**config.mk**
```make
export PLATFORM = sky130hd
export DESIGN_NAME = flex_down_counter
export DESIGN_NICKNAME = d
export VERILOG_FILES = /design/src/rtl/flex_down_counter.sv
export SDC_FILE = /design/constraint.sdc
export NUM_CORES = 1
export LEC_CHECK = 0
export BUFFER_PORTS_ARGS = -buffer_cell sky130_fd_sc_hd__buf_2
export CORE_AREA = 2 2 39 41
export DETAILED_ROUTE_END_ITERATION = 8
export DIE_AREA = 0 0 41 43
export PLACE_DENSITY = 0.61
export SLEW_MARGIN = 20
export SYNTH_ARGS = -nofsm -noshare
export SYNTH_HDL_FRONTEND = slang
export SYNTH_SLANG_ARGS = --single-unit
```
**constraint.sdc**
```tcl
create_clock -name clk -period 2 [get_ports clk]
set_input_delay 0.2 -clock clk [delete_from_list [all_inputs] [get_ports clk]]
set_output_delay 0.2 -clock clk [all_outputs]
set_load 0.02 [all_outputs]
```
**src/rtl/flex_down_counter.sv**
```systemverilog
// rtl/flex_down_counter.sv - loadable down-counter/timer with terminal-count flag and done pulse
// Optional macro FLEX_DOWN_AUTO_RELOAD_EN: periodic reload from the reload register in DONE.
module flex_down_counter #(
    parameter int NUM_CNT_BITS = 4
) (
    input  logic                    clk,
    input  logic                    rst,
    input  logic                    clear,
    input  logic                    load,
    input  logic [NUM_CNT_BITS-1:0] load_val,
    input  logic                    count_enable,
    output logic [NUM_CNT_BITS-1:0] count_out,
    output logic                    busy,
    output logic                    zero_flag,
    output logic                    done
);
    typedef enum logic [1:0] {
        IDLE = 2'd0,
        RUN  = 2'd1,
        DONE = 2'd2
    } state_t;

    localparam logic [NUM_CNT_BITS-1:0] CNT_ONE  = NUM_CNT_BITS'(1);
    localparam logic [NUM_CNT_BITS-1:0] CNT_ZERO = '0;

    state_t                  state_q, state_d;
    logic [NUM_CNT_BITS-1:0] count_q, count_d;
    logic [NUM_CNT_BITS-1:0] reload_q, reload_d;
    logic                    zero_q, zero_d;
    logic                    done_q, done_d;
    logic                    busy_q, busy_d;

    always_ff @(posedge clk or posedge rst) begin
        if (rst) begin
            state_q  <= IDLE;
            count_q  <= CNT_ZERO;
            reload_q <= CNT_ZERO;
            zero_q   <= 1'b0;
            done_q   <= 1'b0;
            busy_q   <= 1'b0;
        end else begin
            state_q  <= state_d;
            count_q  <= count_d;
            reload_q <= reload_d;
            zero_q   <= zero_d;
            done_q   <= done_d;
            busy_q   <= busy_d;
        end
    end

    always_comb begin
        state_d  = state_q;
        count_d  = count_q;
        reload_d = reload_q;
        zero_d   = zero_q;
        done_d   = 1'b0;
        if (clear) begin
            state_d = IDLE;
            count_d = CNT_ZERO;
            zero_d  = 1'b0;
        end else if (load) begin
            reload_d = load_val;
            count_d  = load_val;
            if (load_val != CNT_ZERO) begin
                state_d = RUN;
                zero_d  = 1'b0;
            end else begin
                state_d = DONE;
                zero_d  = 1'b1;
                done_d  = 1'b1;
            end
        end else if (count_enable) begin
            case (state_q)
                RUN: begin
                    // RUN is only entered with a non-zero count, so this never wraps
                    count_d = count_q - CNT_ONE;
                    if (count_q == CNT_ONE) begin
                        state_d = DONE;
                        zero_d  = 1'b1;
                        done_d  = 1'b1;
                    end
                end
`ifdef FLEX_DOWN_AUTO_RELOAD_EN
                DONE: begin
                    if (reload_q != CNT_ZERO) begin
                        state_d = RUN;
                        count_d = reload_q;
                        zero_d  = 1'b0;
                    end else begin
                        done_d = 1'b1;
                    end
                end
`else
                DONE: begin
                end
`endif
                IDLE: begin
                end
                default: begin
                    state_d = IDLE;
                    count_d = CNT_ZERO;
                    zero_d  = 1'b0;
                end
            endcase
        end
        busy_d = (state_d == RUN);
    end

    assign count_out = count_q;
    assign busy      = busy_q;
    assign zero_flag = zero_q;
    assign done      = done_q;
endmodule
```
==> impl_metrics.tcl, run 1 <==
set metrics [dict create \
    clockPowerShare 0.318 \
    synth_cell_types 31 \
    io_buffers 15 \
    post-place-ws_ns 0.456 \
    seqPwrFrac 0.469 \
    cts_tree "done" \
    synth-seq-cells 9 \
    outcome "completed" \
    core-area_mm2 0.00138 \
    ctsHoldBuffers 1 \
    rsz0062_at_grt "false" \
    setup-violations-final 0 \
    routed_wl_mm 1.09 \
    synthXorXnorAreaFrac 0 \
    synth_top_family_by_area "simple AND/OR/NAND/NOR gates" \
    cp_max_fo 6 \
    track_usage 0.149 \
    grt_pass1_wl_mm 1.70 \
    crit_type "flop to flop" \
    min_delay_path_depth 2 \
    synth_cells 55 \
    ios 16 \
    placed_area_um2 617 \
    clock-root-buffer "clkbuf_4" \
    insertion_delay_ns 0.26 \
    yosysSeqAreaShare 0.429 \
    ant_nets 0 \
    path_clk_slew_ns 0.07 \
    post_cts_buffers 0 \
    wire_per_inst_um 12.2 \
    grt_max_degree 10 \
    hpwl_um 852 \
    drive_above_1_share 0.257 \
    rrSetupSlack_ns 0.44 \
    place.gp.congestion 0.744 \
    final_area_um2 653 \
    crit_buf_inv 0 \
    post-route-drc-count 0 \
    internal-power_mw 0.311 \
    postSynthAreaPerCell_um2 9.55 \
    end_kind "flop" \
    dr.first_iter.drc_count 9 \
    required_ns 2.17 \
    drv_cap 0 \
    cts_buffer_depth 2 \
    die_y_um 43 \
    synth_top_area_cell "dfrtp_1" \
    power.switching_mw 0.129 \
    r2r_cells 3 \
    grt_overflow 0 \
    min_to "count_out[3]$_DFFE_PP0P_" \
    die_w_um 41 \
    ys.warnings.count 0 \
    power_density_mw_per_mm2 673 \
    rows 14 \
    switching_share 0.293 \
    setup_slack_ns 0.436 \
    p_comb_frac 0.213 \
    fin_skew_ns 0.00812 \
    crit_arrival_ns 1.74 \
    path_cells "or3_1 > or4_1 > a311oi_2" \
    r2r_start "count_out[2]$_DFFE_PP0P_" \
    cts_buffers 3 \
    regToRegEndpoint "count_out[3]$_DFFE_PP0P_" \
    max_freq_ghz 0.639 \
    grt_pass1_vias 422 \
    dieArea_mm2 0.00176 \
    finalNetCount 86 \
    relSlewSlack 0.768 \
    synth_nets 66 \
    diodes 0 \
    ys_async_sr_fraction 1.00 \
    drtPass1Iterations 4 \
    worstHoldPathType "input port to flop" \
    ys.flop_type "dfrtp_1" \
    cpMaxStageDelayCell "or4_1" \
    cts.sinks 9 \
    area_growth_pct 24.3 \
    maxSlewViolCount 0 \
    hp-start "clear" \
    min_period_ns 1.56 \
    tightest_slew_ns 0.344 \
    antenna_found_initial 0 \
    postCtsResizedCells 0 \
    cp-start-kind "flop" \
    synthMuxAreaShare 0.0190 \
    via_count 465 \
    ir_worst_vdd_uv 254 \
    final_cells 90 \
    cp_slowest_stage_delay_ns 0.43 \
    post-place-cells 85 \
    synth_top_area_frac 0.429 \
    yosys-top-cells-area "dfrtp_1, nor2_1, ha_1" \
    synth-compound-area-share 0.219 \
    critPathTopFamily "simple AND/OR/NAND/NOR gates" \
    power_mw 0.440 \
    final_common_cell "buf_2" \
    synth-simple-area-share 0.236 \
    totalNegativeSetupSlack_ns 0 \
    initial_utilization 0.380 \
    synth_edf_count 0 \
    hold_viol 0 \
    syn_area_um2 526 \
    mostFrequentLayoutCells "buf_2, dfrtp_1, nor2_1" \
    fillers 143 \
    htreeDepth 1 \
    vias_per_cell 5.17 \
    synthAdderAreaFrac 0.0476 \
    finalCritPeriodShare 0.782 \
    p_leak_nw 0.338 \
]
==> synth_stat cells (2+ instances only) <==
cell type and instances:
dfrtp_1 9, nor2_1 7, inv_1 6, nand2_1 4, and2_1 2, ha_1 2
==> through the flow <==
step	hold WS, ns	util
finish	0.197	0.472
global route	0.194	0.472
CTS	0.190	0.472
detailed placement	0.183	0.446
global placement	0.185	0.446
floorplan	0.0279	-
==> routing by layer <==
metal | wire length, um | up-vias | global-route usage | part of all wire
met5 | 0 | - | 0 | 0
met4 | 19 | 0 | 0.100 | 0.017
met3 | 85 | 2 | 0.0314 | 0.078
met2 | 468 | 19 | 0.188 | 0.43
met1 | 521 | 206 | 0.218 | 0.48
li1 | - | 238 | - | -
==> worst max-delay path by stage <==
stage                                  start                        to  slack, ns  depth (start not counted)
global placement    count_out[2]$_DFFE_PP0P_  count_out[3]$_DFFE_PP0P_       0.50                          3
floorplan           count_out[1]$_DFFE_PP0P_  count_out[3]$_DFFE_PP0P_       0.42                          3
detailed placement  count_out[2]$_DFFE_PP0P_  count_out[3]$_DFFE_PP0P_       0.46                          3
global route        count_out[2]$_DFFE_PP0P_  count_out[3]$_DFFE_PP0P_       0.38                          3
finish              count_out[2]$_DFFE_PP0P_  count_out[3]$_DFFE_PP0P_       0.44                          3
CTS                 count_out[2]$_DFFE_PP0P_  count_out[3]$_DFFE_PP0P_       0.44                          3
==> final cells by class <==
type                    count  area, um2  share of cell area
flip-flops and latches      9        225               0.345
inverters                   6       22.5              0.0345
repair buffers             16       85.1               0.130
clock buffers               4       26.3              0.0402
multi-input cells          39        274               0.420
well taps                  16       20.0              0.0307
==> power by group through the flow <==
stage | combinational (mW) | sequential (mW) | clock (mW)
detailed placement | 0.0922 | 0.210 | 0
floorplan | 0.0484 | 0.221 | 0
CTS | 0.0943 | 0.206 | 0.146
global placement | 0.0923 | 0.209 | 0
finish | 0.0934 | 0.206 | 0.140
global route | 0.104 | 0.208 | 0.155
==> registers in the layout, summed over array words and instances, names as in the netlist <==
register   flops
count_out      4
state_q        2
busy           1
done           1
zero_flag      1
==> worst register-to-register path: stages (launching register included) <==
cell and delay (ns):
dfrtp_1 0.42, or3_1 0.39, or4_1 0.43, a311oi_2 0.24
==> logic make-up after synthesis <==
kind of cell,Yosys count
mux,1
simple gates,22
compound gates,14
flops,9
fa+ha+maj,2
buf+inv,7
(Power assumes the default switching activity.)
==> run 2, diff against run 1 <==
- clock period: 2 -> 1.45 ns (I/O delays scaled with it)
==> run 2 against run 1 <==
Against the previous run:
- the flow now finishes with violations (setup timing)
- non-clock buffer count rose by 7
- clock skew fell by 0.0018 ns
- hold slack got worse by 0.053 ns
- critical endpoint unchanged
- largest cell class unchanged
==> impl_metrics.tcl, run 2 (same netlist as run 1, synthesis figures left out) <==
set metrics [dict create \
    violations "setup timing" \
    hp-start "clear" \
    antenna_found_initial 0 \
    ant_nets 0 \
    via_count 510 \
    drtPass1Iterations 4 \
    path_clk_slew_ns 0.06 \
    dieArea_mm2 0.00176 \
    cts.sinks 9 \
    dr.first_iter.drc_count 6 \
    routed_wl_mm 1.28 \
    min_to "count_out[3]$_DFFE_PP0P_" \
    post_cts_buffers 0 \
    end_kind "flop" \
    initial_utilization 0.380 \
    power_mw 0.640 \
    rsz0062_at_grt "true" \
    largest_reg_flops 4 \
    hold_viol 0 \
    htreeDepth 1 \
    finalNetCount 93 \
    power_density_mw_per_mm2 871 \
    grt_max_degree 10 \
    vias_per_cell 5.26 \
    fin_hold_ws_ns 0.144 \
    mostFrequentLayoutCells "buf_2, nor2_1, dfrtp_1, buf_4, inv_1" \
    grt_pass1_wl_mm 1.95 \
    worstHoldPathType "input port to flop" \
    post-place-ws_ns -0.0868 \
    r2r_start "count_out[1]$_DFFE_PP0P_" \
    utilization 0.531 \
    r2r_cells 3 \
    min_period_ns 1.50 \
    wire_per_inst_um 13.2 \
    p_leak_nw 0.374 \
    fin_skew_ns 0.00629 \
    relSlewSlack 0.759 \
    grt_overflow 0 \
    core-area_mm2 0.00138 \
    outcome "finished with violations" \
    min_delay_path_depth 2 \
    cp_max_fo 3 \
    area_growth_pct 39.8 \
    finalCritPeriodShare 1.03 \
    cts_buffer_depth 2 \
    grt_pass1_vias 471 \
    ios 16 \
    max_freq_ghz 0.668 \
    io_buffers 15 \
    maxSlewViolCount 0 \
    fillers 129 \
    diodes 0 \
    cts_tree "done" \
    die_y_um 43 \
    hpwl_mm 1.01 \
    rrSetupSlack_ns -0.05 \
    tightest_slew_ns 0.357 \
    setup_slack_ns -0.0462 \
    final_common_cell "buf_2" \
    clock-root-buffer "clkbuf_4" \
    final_area_um2 734 \
    required_ns 1.62 \
    place.gp.congestion 0.770 \
    post-route-drc-count 0 \
    die_w_um 41 \
    drv_cap 0 \
    regToRegEndpoint "count_out[3]$_DFFE_PP0P_" \
    drive_above_1_share 0.407 \
    insertion_delay_ns 0.26 \
    cp-start-kind "flop" \
    placed_area_um2 679 \
    crit_type "flop to flop" \
    crit_arrival_ns 1.67 \
    ir_worst_vdd_uv 505 \
    setup-violations-final 1 \
    cts_buffers 3 \
    rows 14 \
    track_usage 0.166 \
]
==> run 2: per-stage QoR <==
| step | TNS [ns] | cells |
|---|---|---|
| final | -0.0462 | 97 |
| after CTS | -0.0999 | 98 |
| after global placement | -0.0693 | 93 |
| after detailed placement | -0.0994 | 93 |
| after floorplan | -0.108 | 55 |
| after global routing | -0.0981 | 97 |
==> run 2: critical path: stages (launching register included) <==
cell      delay (ns)
dfrtp_2         0.42
or3_4           0.37
or4_4           0.42
a311oi_2        0.20
==> run 2: cell type report <==
class	count	area (um2)	area share
tap	16	20.0	0.0273
inverter	6	22.5	0.0307
timing repair buffer	23	138	0.187
multi-input combinational	39	300	0.409
clock buffer	4	26.3	0.0358
sequential	9	228	0.310
==> run 2: how the worst max path moves through the flow <==
stage / slack (ns) / from / depth (start not counted) / endpoint
finish: -0.05 / count_out[1]$_DFFE_PP0P_ / 3 / count_out[3]$_DFFE_PP0P_
global route: -0.1 / count_out[1]$_DFFE_PP0P_ / 3 / count_out[3]$_DFFE_PP0P_
CTS: -0.1 / count_out[1]$_DFFE_PP0P_ / 3 / count_out[3]$_DFFE_PP0P_
floorplan: -0.11 / count_out[1]$_DFFE_PP0P_ / 3 / count_out[3]$_DFFE_PP0P_
global placement: -0.05 / count_out[1]$_DFFE_PP0P_ / 3 / count_out[3]$_DFFE_PP0P_
detailed placement: -0.09 / count_out[1]$_DFFE_PP0P_ / 3 / count_out[3]$_DFFE_PP0P_
==> run 2: power by group <==
| group | internal, mW | leakage (nW) | switching [mW] |
|---|---|---|---|
| Combinational | 0.0760 | 0.244 | 0.0863 |
| Clock | 0.106 | 0.0150 | 0.0875 |
| Sequential | 0.269 | 0.115 | 0.0147 |
==> run 2: metal layers <==
metal  vias up  global-route usage  share of wire
li1        252                   -              -
met1       240               0.237           0.48
met2        16               0.231           0.46
met3         2              0.0366          0.046
met4         0              0.0800          0.013
met5         -                   0              0
==> run 2: repair_timing <==
action | CTS | global route
resized for setup | 0 | 6
setup endpoints to repair | 2 | 6
hold buffers | 1 | 0
pin swaps | 1 | 5
cloned | 0 | 0
hold endpoints to repair | 9 | 0
